### src/rtl/wm_pkg.sv
// wm_pkg -- shared definitions for the watermark embed/serialize slice.
//   - Mode encoding applied to the K LSB planes (replace or xor).
//   - FSM state type and state constants for the serializer.
//   - Default geometry (pixel width, channels per group, LSB planes).
package wm_pkg;

  // Embedding mode, sampled together with the pixel group.
  localparam logic [0:0] WM_REPLACE = 1'b0;
  localparam logic [0:0] WM_XOR     = 1'b1;

  // Serializer FSM state type and its encodings.
  typedef logic [0:0] wm_state_t;
  localparam wm_state_t ST_IDLE  = 1'b0;
  localparam wm_state_t ST_SHIFT = 1'b1;

  // Default geometry.
  localparam int WM_PIX_W_DEF = 8;
  localparam int WM_NCH_DEF   = 4;
  localparam int WM_K_DEF     = 1;

endpackage : wm_pkg

### src/rtl/wm_lsb_embed.sv
// wm_lsb_embed -- combinational embedding of K watermark bits into the
// low planes of one pixel channel.
// Ports:
//   pix    in  PIX_W  original channel value
//   wm     in  K      watermark bits for this channel
//   mode   in  1      WM_REPLACE: overwrite LSBs, WM_XOR: xor into LSBs
//   bypass in  1      1 = pass pix through untouched
//   emb    out PIX_W  embedded channel value
module wm_lsb_embed
  import wm_pkg::*;
#(
  parameter int PIX_W = WM_PIX_W_DEF,
  parameter int K     = WM_K_DEF
) (
  input  logic [PIX_W-1:0] pix,
  input  logic [K-1:0]     wm,
  input  logic             mode,
  input  logic             bypass,
  output logic [PIX_W-1:0] emb
);

  // Mask of the K low planes; built by shifting so K == PIX_W needs no
  // zero-width slice.
  localparam logic [PIX_W-1:0] LSB_MASK = {PIX_W{1'b1}} >> (PIX_W - K);

  logic [PIX_W-1:0] wm_ext_s;

  assign wm_ext_s = PIX_W'(wm);

  // Select the embedded value for this channel.
  always_comb begin
    emb = pix;
    if (bypass) begin
      emb = pix;
    end else begin
      case (mode)
        WM_REPLACE: emb = (pix & ~LSB_MASK) | wm_ext_s;
        WM_XOR:     emb = pix ^ wm_ext_s;
        default:    emb = pix;
      endcase
    end
  end

endmodule : wm_lsb_embed

### src/rtl/wm_embed_serializer.sv
// wm_embed_serializer -- embeds a watermark into a group of NCH pixel
// channels and streams the result out one bit per handshake, channel 0
// first and MSB-first within each channel.
// Ports:
//   clk, rst             clock; asynchronous active-high reset
//   in_valid/in_ready    group input handshake (in_data, wm_bits, mode,
//                        bypass are only looked at in the accept cycle)
//   out_bit/out_valid    serial output with valid/ready flow control
//   out_ready
//   out_last             marks the final bit of a group
//   grp_cnt              number of fully transmitted groups (wraps)
module wm_embed_serializer
  import wm_pkg::*;
#(
  parameter int PIX_W = WM_PIX_W_DEF,
  parameter int NCH   = WM_NCH_DEF,
  parameter int K     = WM_K_DEF,
  parameter int CNT_W = 16
) (
  input  logic               clk,
  input  logic               rst,
  input  logic               in_valid,
  output logic               in_ready,
  input  logic [NCH*PIX_W-1:0] in_data,
  input  logic [NCH*K-1:0]   wm_bits,
  input  logic               mode,
  input  logic               bypass,
  output logic               out_bit,
  output logic               out_valid,
  input  logic               out_ready,
  output logic               out_last,
  output logic [CNT_W-1:0]   grp_cnt
);

  localparam int DW   = NCH * PIX_W;
  localparam int BC_W = (DW > 1) ? $clog2(DW) : 1;
  localparam logic [BC_W-1:0] BC_TOP = BC_W'(DW - 1);

  if ((K < 1) || (K > PIX_W)) begin : g_bad_k
    $error("wm_embed_serializer: K must be in 1..PIX_W");
  end

  wm_state_t          state_r;
  logic [DW-1:0]      shift_r;
  logic [BC_W-1:0]    bcnt_r;
  logic [CNT_W-1:0]   grp_cnt_r;
  logic [DW-1:0]      load_s;
  logic               last_s;
  logic               in_ready_s;
  logic               accept_s;

  // Channel 0 lands in the top slice so a left shift emits it first.
  for (genvar i = 0; i < NCH; i++) begin : g_emb
    logic [PIX_W-1:0] emb_s;
    wm_lsb_embed #(
      .PIX_W (PIX_W),
      .K     (K)
    ) u_emb (
      .pix    (in_data[i*PIX_W +: PIX_W]),
      .wm     (wm_bits[i*K +: K]),
      .mode   (mode),
      .bypass (bypass),
      .emb    (emb_s)
    );
    assign load_s[(NCH-1-i)*PIX_W +: PIX_W] = emb_s;
  end

  // Last-bit detect and input acceptance; during the last bit a new group
  // may be taken only if the final bit is leaving in the same cycle.
  always_comb begin
    last_s     = 1'b0;
    in_ready_s = 1'b0;
    case (state_r)
      ST_IDLE: begin
        last_s     = 1'b0;
        in_ready_s = 1'b1;
      end
      ST_SHIFT: begin
        last_s     = (bcnt_r == {BC_W{1'b0}});
        in_ready_s = last_s & out_ready;
      end
      default: begin
        last_s     = 1'b0;
        in_ready_s = 1'b0;
      end
    endcase
  end

  assign accept_s  = in_valid & in_ready_s;
  assign in_ready  = in_ready_s;
  assign out_valid = (state_r == ST_SHIFT);
  assign out_bit   = shift_r[DW-1];
  assign out_last  = last_s;
  assign grp_cnt   = grp_cnt_r;

  // FSM, shift register, bit counter and group counter.
  always_ff @(posedge clk or posedge rst) begin
    if (rst) begin
      state_r   <= ST_IDLE;
      shift_r   <= {DW{1'b0}};
      bcnt_r    <= {BC_W{1'b0}};
      grp_cnt_r <= {CNT_W{1'b0}};
    end else begin
      case (state_r)
        ST_IDLE: begin
          if (accept_s) begin
            shift_r <= load_s;
            bcnt_r  <= BC_TOP;
            state_r <= ST_SHIFT;
          end
        end
        ST_SHIFT: begin
          if (out_ready) begin
            if (last_s) begin
              grp_cnt_r <= grp_cnt_r + CNT_W'(1'b1);
              if (accept_s) begin
                // Back-to-back group: reload with no idle cycle.
                shift_r <= load_s;
                bcnt_r  <= BC_TOP;
              end else begin
                // Shifting out the final bit leaves the register all zero.
                shift_r <= shift_r << 1;
                state_r <= ST_IDLE;
              end
            end else begin
              shift_r <= shift_r << 1;
              bcnt_r  <= bcnt_r - BC_W'(1'b1);
            end
          end
        end
        default: begin
          state_r <= ST_IDLE;
        end
      endcase
    end
  end

endmodule : wm_embed_serializer

### config.mk
export PLATFORM = sky130hd
export DESIGN_NAME = wm_embed_serializer
export DESIGN_NICKNAME = d
export VERILOG_FILES = /design/src/rtl/wm_pkg.sv /design/src/rtl/wm_lsb_embed.sv /design/src/rtl/wm_embed_serializer.sv
export SDC_FILE = /design/constraint.sdc
export NUM_CORES = 1
export LEC_CHECK = 0
export CORE_MARGIN = 2
export CORE_UTILIZATION = 54
export DETAILED_ROUTE_END_ITERATION = 16
export PLACE_DENSITY_LB_ADDON = 0.3
export SYNTH_ARGS = -nofsm -noshare
export SYNTH_HDL_FRONTEND = slang
export SYNTH_SLANG_ARGS = --single-unit
### constraint.sdc
create_clock -name clk -period 4.7 [get_ports clk]
set_clock_uncertainty 0.1 [all_clocks]
set_input_delay 0.94 -clock clk [delete_from_list [all_inputs] [get_ports clk]]
set_output_delay 0.94 -clock clk [all_outputs]
set_load 0.005 [all_outputs]
# Word-level counts from Yosys, hierarchy flattened
# Cells that the tools add are included.
dict set report op_classes {
  n_addsub 2
  n_eq_ne 2
  n_mux 23
  bitwise_logic 12
  n_reduce_logical 3
}
# cell count
set op_table {}
lappend op_table {{two-way mux 32 bit} 4}
lappend op_table {{one-hot mux 32 bit (2 select lines)} 1}
lappend op_table {{one-hot mux 8 bit (2 select lines)} 4}
lappend op_table {{two-way mux 8 bit} 4}
lappend op_table {{OR 8 x 1 -> 8 bit} 4}
lappend op_table {{XOR 8 x 1 -> 8 bit} 4}
lappend op_table {{adder 16 x 1 -> 16 bit, second input constant} 1}
lappend op_table {{two-way mux 5 bit} 3}
lappend op_table {{one-hot mux 5 bit (2 select lines)} 1}
lappend op_table {{one-hot mux 1 bit (2 select lines)} 3}
lappend op_table {{zero test 5 bit} 1}
lappend op_table {{subtractor 5 x 1 -> 5 bit, second input constant} 1}
lappend op_table {{!= test 2 bit, second input constant} 2}
lappend op_table {{two-way mux 1 bit} 3}
lappend op_table {{AND reduction 3 bit} 1}
lappend op_table {{bitwise AND 1 bit} 2}
lappend op_table {{inverter 1 bit} 2}
lappend op_table {{AND reduction 2 bit} 1}
dict set report totals {
  reg_bits 54
  in_bits 42
  output_inout_bits 20
}

# Logic depth before layout (Yosys ltp)
# Gate-level depths: netlist of the first run.
dict set report logic_depth {
  ltp_word 8
  ltp_mapped 8
  mapped_depth_nobuf 6
}

# By module
# A second synthesis of the first run with hierarchy kept.
dict set report unflattened {
  hier_cells 404
  area_unflattened_um2 3409.5
}
# mod n_inst cells_per_inst area_per_inst_um2 seq_area_each_um2
set modules_own_cells {}
lappend modules_own_cells {wm_embed_serializer 1 360 3084.2 1351.3}
lappend modules_own_cells {wm_lsb_embed 4 11 81.3 0.0}

# Worst setup path after synthesis of the first run
# OpenSTA, ideal clock, no wires.
dict set report synth_path {
  kind {input -> output}
  start {input port out_ready}
  end {output port in_ready}
  t_arrival_ns 1.339
  required_time_ns 3.660
  slack_ns 2.321
  cell_stages 3
  path_cell_list {clkbuf_1 > nand2_1 > nand2_1}
}
dict set report synth_between {
  elab_chain_cells 2
}
# item line_no
set synth_rtl {}
lappend synth_rtl {{start, declared} wm_embed_serializer.sv:30} ;# input logic out_ready,
lappend synth_rtl {{bitwise AND 1 bit} wm_embed_serializer.sv:80} ;# in_ready_s = last_s & out_ready;
lappend synth_rtl {{one-hot mux 1 bit (2 select lines)} wm_embed_serializer.sv:73} ;# case (state_r)
lappend synth_rtl {{end, declared} wm_embed_serializer.sv:23} ;# output logic in_ready,
# No other way between the ends.

# Worst setup path after layout of the first run
# Ends and elaborated chain as after synthesis.

==> run_results.csv, run 1 <==
group,metric,value,unit
final_layout,num-nets-final,369,
worst_hold_path,hold_class,"reg -> reg",
power_and_ir_drop,power_density,342,nW/um^2
drt,wire_per_inst,13.7,um
placement,placed_area,3310,um^2
critical_path,setup.worst_path.class,"in -> out",
run_status,status,"finished, final reports clean",
placement,io_buffers,61,
clock_tree,cts_hold_buf,0,
critical_path,cp-start-kind,"input port",
global_route,grt_max_degree,60,
run,max_cap_violations,0,
sta,period_minus_slack,3.41,ns
floorplan,design.die.area,5510,um^2
drt,avgViaCountPerCell,5.32,
logic_synthesis,async_flop_share,100,%
floorplan,io_pins,62,
logic_synthesis,synthCells,267,
sta,finalHoldViolations,0,
final_layout,area_growth,27.8,%
sta,finalSetupViolations,0,
sta,fin_tns_setup,0,ns
global_route,antenna_found_initial,0,
floorplan,fp.dieH,74.3,um
critical_path,max_stage_delay,0.71,ns
final_layout,final_cells,393,
final_layout,postLayoutCellArea,3410,um^2
logic_synthesis,synth_common_cells,"dfrtp_1, nor2_1, a21oi_1",
sta,worst_pin_slew,0.945,ns
sta,whs,0.390,ns
drt,drtAntennaViolNets,0,
sta,rsz0062_at_grt,"no",
clock_tree,clock_latency,0.31,ns
critical_path,end_kind,"primary output",
final_layout,drive_gt1_share,4.60,%
clock_tree,ctsRootBufferMaster,"clkbuf_8",
power_and_ir_drop,ir_drop,0.256,mV
critical_path,worstPathArrival,2.37,ns
floorplan,start_util,56.1,%
final_layout,final_util,71.7,%
floorplan,fp.dieW,74.3,um
logic_synthesis,synth_edf_count,0,
logic_synthesis,synthTopCellsByArea,"dfrtp_1, mux2i_1, a21oi_1",
critical_path,r2r_start,"bcnt_r[0]$_DFFE_PP0P_",
logic_synthesis,yosysMostFrequentCell,"dfrtp_1",
worst_hold_path,hold_start,"grp_cnt[14]$_DFFE_PP0P_",
logic_synthesis,ys_seq_elements,54,
logic_synthesis,synth_top_cell_area_share,50.7,%
logic_synthesis,yosysWarnings,0,
final_layout,antenna_cells,0,
critical_path,crit_chain,"clkdlybuf4s50_1 -> nand2_1 -> nand2_1 -> clkdlybuf4s50_1",
floorplan,core-area,4750,um^2
logic_synthesis,synth_area_per_cell,9.98,um^2
global_route,grt_util_all_layers,21.9,%
logic_synthesis,syn_area,2670,um^2
clock_tree,postCtsSetupBuffers,0,
critical_path,critical_path.startpoint,"out_ready",
logic_synthesis,synth.yosys.seq_area_share,50.7,%
clock_tree,cts_sinks,54,
drt,drc,0,
floorplan,rows,25,
sta,finalCritPeriodShare,72.6,%
placement,gp_congestion,0.822,
power_and_ir_drop,p_leak,0.00136,uW
logic_synthesis,synth_top_area_cell,"dfrtp_1",
drt,drt_iter0_drc,152,
logic_synthesis,syn_nets,311,
critical_path,cp_max_fo,13,
sta,fmax,293,MHz
clock_tree,cts_resized,0,
global_route,grt_pass1_wl,9200,um
clock_tree,numCtsBuffers,5,
logic_synthesis,synth_cell_type_count,38,
global_route,grt_pass1_vias,2051,
critical_path,critical-path-slowest-cell,"clkdlybuf4s50_1",
logic_synthesis,ys.flop_type,"dfrtp_1",
placement,place_inst,385,
sta,relSlewSlack,36.8,%
drt,dr.pass1.iters,4,
critical_path,critPathRequiredTime,3.66,ns
clock_tree,cts_tree,"done",
final_layout,nFillCells,400,
clock_tree,htreeDepth,2,
drt,routed_wirelength,5380,um
sta,report.final.slew_viol_count,0,
clock_tree,max-clock-path-buffers,2,
global_route,overflow,0,
clock_tree,clk_pin_slew,0.09,ns
drt,num_vias,2092,
placement,dp_hpwl,3820,um
## final timing paths
path / endpoint / slack [ns] / cells after the start
setup / recovery: in_ready / 1.29 / 4
hold / removal: grp_cnt[14]$_DFFE_PP0P_ / 0.39 / 1
setup reg to reg: shift_r[15]$_DFFE_PP0P_ / 2.01 / 7
hold reg to reg: grp_cnt[14]$_DFFE_PP0P_ / 0.39 / 1
max in group asynchronous: shift_r[19]$_DFFE_PP0P_ / 2.88 / 3
min in group asynchronous: grp_cnt[13]$_DFFE_PP0P_ / 0.82 / 2
## power breakdown
group	total, uW	internal (uW)	switching [uW]
Clock	269	119	151
Sequential	637	563	74.0
Combinational	257	142	115
Total	1160	824	340
## layer usage
metal  global-route usage [%]  routed length, um
met1                     28.3               2460
met2                     36.6               2580
met3                     4.34                248
met4                     8.73                 90
met5                        0                  0
## stage by stage
step	power (uW)	setup slack [ns]
after CTS	1180	1.27
after global placement	891	1.31
final	1160	1.29
after floorplan	803	2.32
after global routing	1240	1.08
after detailed placement	906	1.28
## placed cells by master (no fill, tap or decap), types with 2 or more instances in the layout
| master | Yosys | layout |
|---|---|---|
| clkdlybuf4s50_1 | 0 | 61 |
| dfrtp_1 | 54 | 54 |
| nor2_1 | 44 | 44 |
| a21oi_1 | 38 | 38 |
| mux2i_1 | 28 | 28 |
| nand2_1 | 15 | 14 |
| xor2_1 | 13 | 13 |
| nand3_1 | 9 | 9 |
| o21ai_0 | 8 | 8 |
| clkbuf_8 | 0 | 6 |
| nand2b_1 | 4 | 4 |
| inv_1 | 5 | 4 |
| and4_1 | 4 | 4 |
| nand4_1 | 4 | 4 |
| a221o_1 | 3 | 3 |
| o211ai_1 | 3 | 3 |
| xnor2_1 | 3 | 3 |
| nor3_1 | 2 | 2 |
| ha_1 | 2 | 2 |
| buf_4 | 1 | 2 |
## state kept, by name (all words and copies together) (netlist names)
signal	count
shift_r	32
grp_cnt	16
bcnt_r	5
out_valid	1
## critical path: cells and delay by family
family | cells | cell delay, ns
AND/OR/NAND/NOR | 2 | 0.20
buffers and inverters | 2 | 1.23
## logic make-up after synthesis
kind of cell               count (synthesis)  synth area share [%]
and+or+nand+nor                           92                  16.6
AOI/OAI and AO/OA                         57                  12.1
DFF                                       54                  50.7
muxes                                     29                  10.9
buffers and inverters                     17                  3.43
xor gates and xnor gates                  16                  5.26
adders and majority gates                  2                 0.939
## layout make-up
class | count | area (um^2) | share of cell area [%]
flip-flops and latches | 54 | 1350 | 39.7
multi-input cells | 196 | 1230 | 36.2
repair buffers | 63 | 626 | 18.4
well taps | 67 | 83.8 | 2.46
clock buffers | 6 | 82.6 | 2.42
inverters | 5 | 18.8 | 0.551
clock inverters | 2 | 12.5 | 0.367
Power figures use the tool's default switching activity.
==> run 2: changes to the inputs <==
- CORE_UTILIZATION: 54 -> 50
- clock period: 4.7 -> 3.3 ns (I/O delays scaled with it)
==> run 2 against run 1 <==
Effect of this change: power increased by 48%; sequential cell count did not move; worst setup slack got worse by 1.0 ns; cell area up 2.0%; sequential power rose by 42%; clock power rose by 65%; sequential share of layout area fell by 0.77 points; critical endpoint unchanged; critical path depth rose by 2; clock-buffer cell count is 1 lower; hold slack got worse by 0.0075 ns; global-route usage shrank 1.8 points; die area grew 7.6%.
==> run_results.csv, run 2 (synthesis results as in run 1) <==
group,metric,value,unit
sta,finalSetupViolations,0,
drt,drtAntennaViolNets,0,
power_and_ir_drop,power,1720,uW
clock_tree,htreeDepth,2,
placement,io_buffers,61,
placement,gp_congestion,0.775,
run,max_cap_violations,0,
sta,finalHoldViolations,0,
final_layout,final_util,67.6,%
final_layout,antenna_cells,0,
global_route,grt_pass1_wl,9640,um
final_layout,postLayoutCellArea,3470,um^2
final_layout,largest_register,"shift_r",
clock_tree,cts_sinks,54,
clock_tree,cts_hold_buf,0,
global_route,overflow,0,
floorplan,fp.dieW,77.0,um
critical_path,worstPathArrival,2.28,ns
critical_path,setup.worst_path.class,"reg -> out",
placement,dp_hpwl,3810,um
power_and_ir_drop,power_density,496,nW/um^2
drt,avgViaCountPerCell,5.31,
clock_tree,cts_resized,0,
sta,relSlewSlack,55.5,%
placement,placed_area,3360,um^2
critical_path,end_kind,"primary output",
clock_tree,postCtsSetupBuffers,0,
critical_path,cp_max_fo,5,
final_layout,largest_reg_flops,32,
global_route,grt_pass1_vias,2073,
sta,period_minus_slack,3.04,ns
sta,fmax,329,MHz
floorplan,start_util,51.9,%
floorplan,fp.dieH,77.0,um
global_route,grt_max_degree,60,
clock_tree,numCtsBuffers,5,
final_layout,nFillCells,444,
clock_tree,max-clock-path-buffers,2,
floorplan,io_pins,62,
final_layout,drive_gt1_share,4.89,%
sta,report.final.slew_viol_count,0,
clock_tree,ctsRootBufferMaster,"clkbuf_8",
drt,routed_wirelength,5510,um
sta,worst_pin_slew,0.659,ns
critical_path,critPathRequiredTime,2.54,ns
final_layout,final_common_cell,"clkdlybuf4s50_1",
sta,finalCritPeriodShare,92.1,%
floorplan,core-area,5140,um^2
drt,drt_iter0_drc,131,
drt,dr.pass1.iters,4,
drt,wire_per_inst,13.9,um
final_layout,area_growth,30.4,%
sta,rsz0062_at_grt,"no",
clock_tree,clock_latency,0.31,ns
drt,num_vias,2107,
final_layout,num-nets-final,370,
power_and_ir_drop,ir_drop,0.292,mV
floorplan,design.die.area,5930,um^2
global_route,grt_util_all_layers,20.1,%
sta,fin_tns_setup,0,ns
clock_tree,cts_tree,"done",
drt,drc,0,
final_layout,most-common-layout-cells,"clkdlybuf4s50_1, dfrtp_1, nor2_1, a21oi_1, mux2i_1",
power_and_ir_drop,p_leak,0.00138,uW
worst_hold_path,hold_class,"reg -> reg",
global_route,antenna_found_initial,0,
critical_path,cp-start-kind,"flip-flop",
floorplan,rows,26,
run_status,status,"finished, final reports clean",
clock_tree,clk_pin_slew,0.09,ns
[run 2: cell types whose count changed in the layout (fill, tap and decap cells not counted)]
cell	previous run	this run
buf_12	0	3
buf_4	2	0
bufinv_16	0	1
clkbuf_8	6	5
clkinv_2	1	0
clkinvlp_4	1	2
[run 2: path summary, 6_finish.rpt]
path	start	endpoint	slack, ns	cells past startpoint
worst max-delay path	bcnt_r[0]$_DFFE_PP0P_	in_ready	0.26	6
worst min-delay path	grp_cnt[15]$_DFFE_PP0P_	grp_cnt[15]$_DFFE_PP0P_	0.38	1
worst max register to register	bcnt_r[0]$_DFFE_PP0P_	shift_r[8]$_DFFE_PP0P_	0.98	6
worst min register to register	grp_cnt[15]$_DFFE_PP0P_	grp_cnt[15]$_DFFE_PP0P_	0.38	1
max in group asynchronous	rst	shift_r[13]$_DFFE_PP0P_	2.25	3
min in group asynchronous	rst	grp_cnt[11]$_DFFE_PP0P_	0.61	3
[run 2: area by class of cell]
class,count,area (um^2),share of cell area (%)
multi-input combinational,196,1230,35.5
tap,70,87.6,2.52
sequential,54,1350,38.9
inverter,5,18.8,0.540
timing repair buffer,64,671,19.3
clock inverter,3,45.0,1.30
clock buffer,5,68.8,1.98
[run 2: worst max-delay path: stages (launching register included)]
cell	delay, ns
dfrtp_1	0.43
inv_1	0.07
ha_1	0.19
nor4b_1	0.55
nand2_1	0.11
nand2_1	0.11
clkdlybuf4s50_1	0.51
[run 2: metrics by stage]
| stage | setup WS, ns | std cells | hold slack, ns |
|---|---|---|---|
| final | 0.260 | 397 | 0.383 |
| after global routing | 0.0440 | 397 | 0.411 |
| after detailed placement | 0.388 | 389 | 0.373 |
| after CTS | 0.262 | 397 | 0.386 |
| after global placement | 0.467 | 389 | 0.366 |
| after floorplan | 1.23 | 267 | 0.365 |
[run 2: layer usage]
metal	GRT usage (%)	vias to the layer above	share of wire, %
met5	0	-	0
met4	5.54	0	1.4
met3	4.47	8	4.6
met2	34.5	43	49
met1	25.8	1002	45
li1	-	1054	-
[run 2: power by group]
part / total [uW] / leakage (uW) / internal, uW / switching [uW]
clock network: 444 / 0.0000504 / 226 / 218
logic: 374 / 0.000731 / 208 / 165
registers: 904 / 0.000603 / 802 / 102
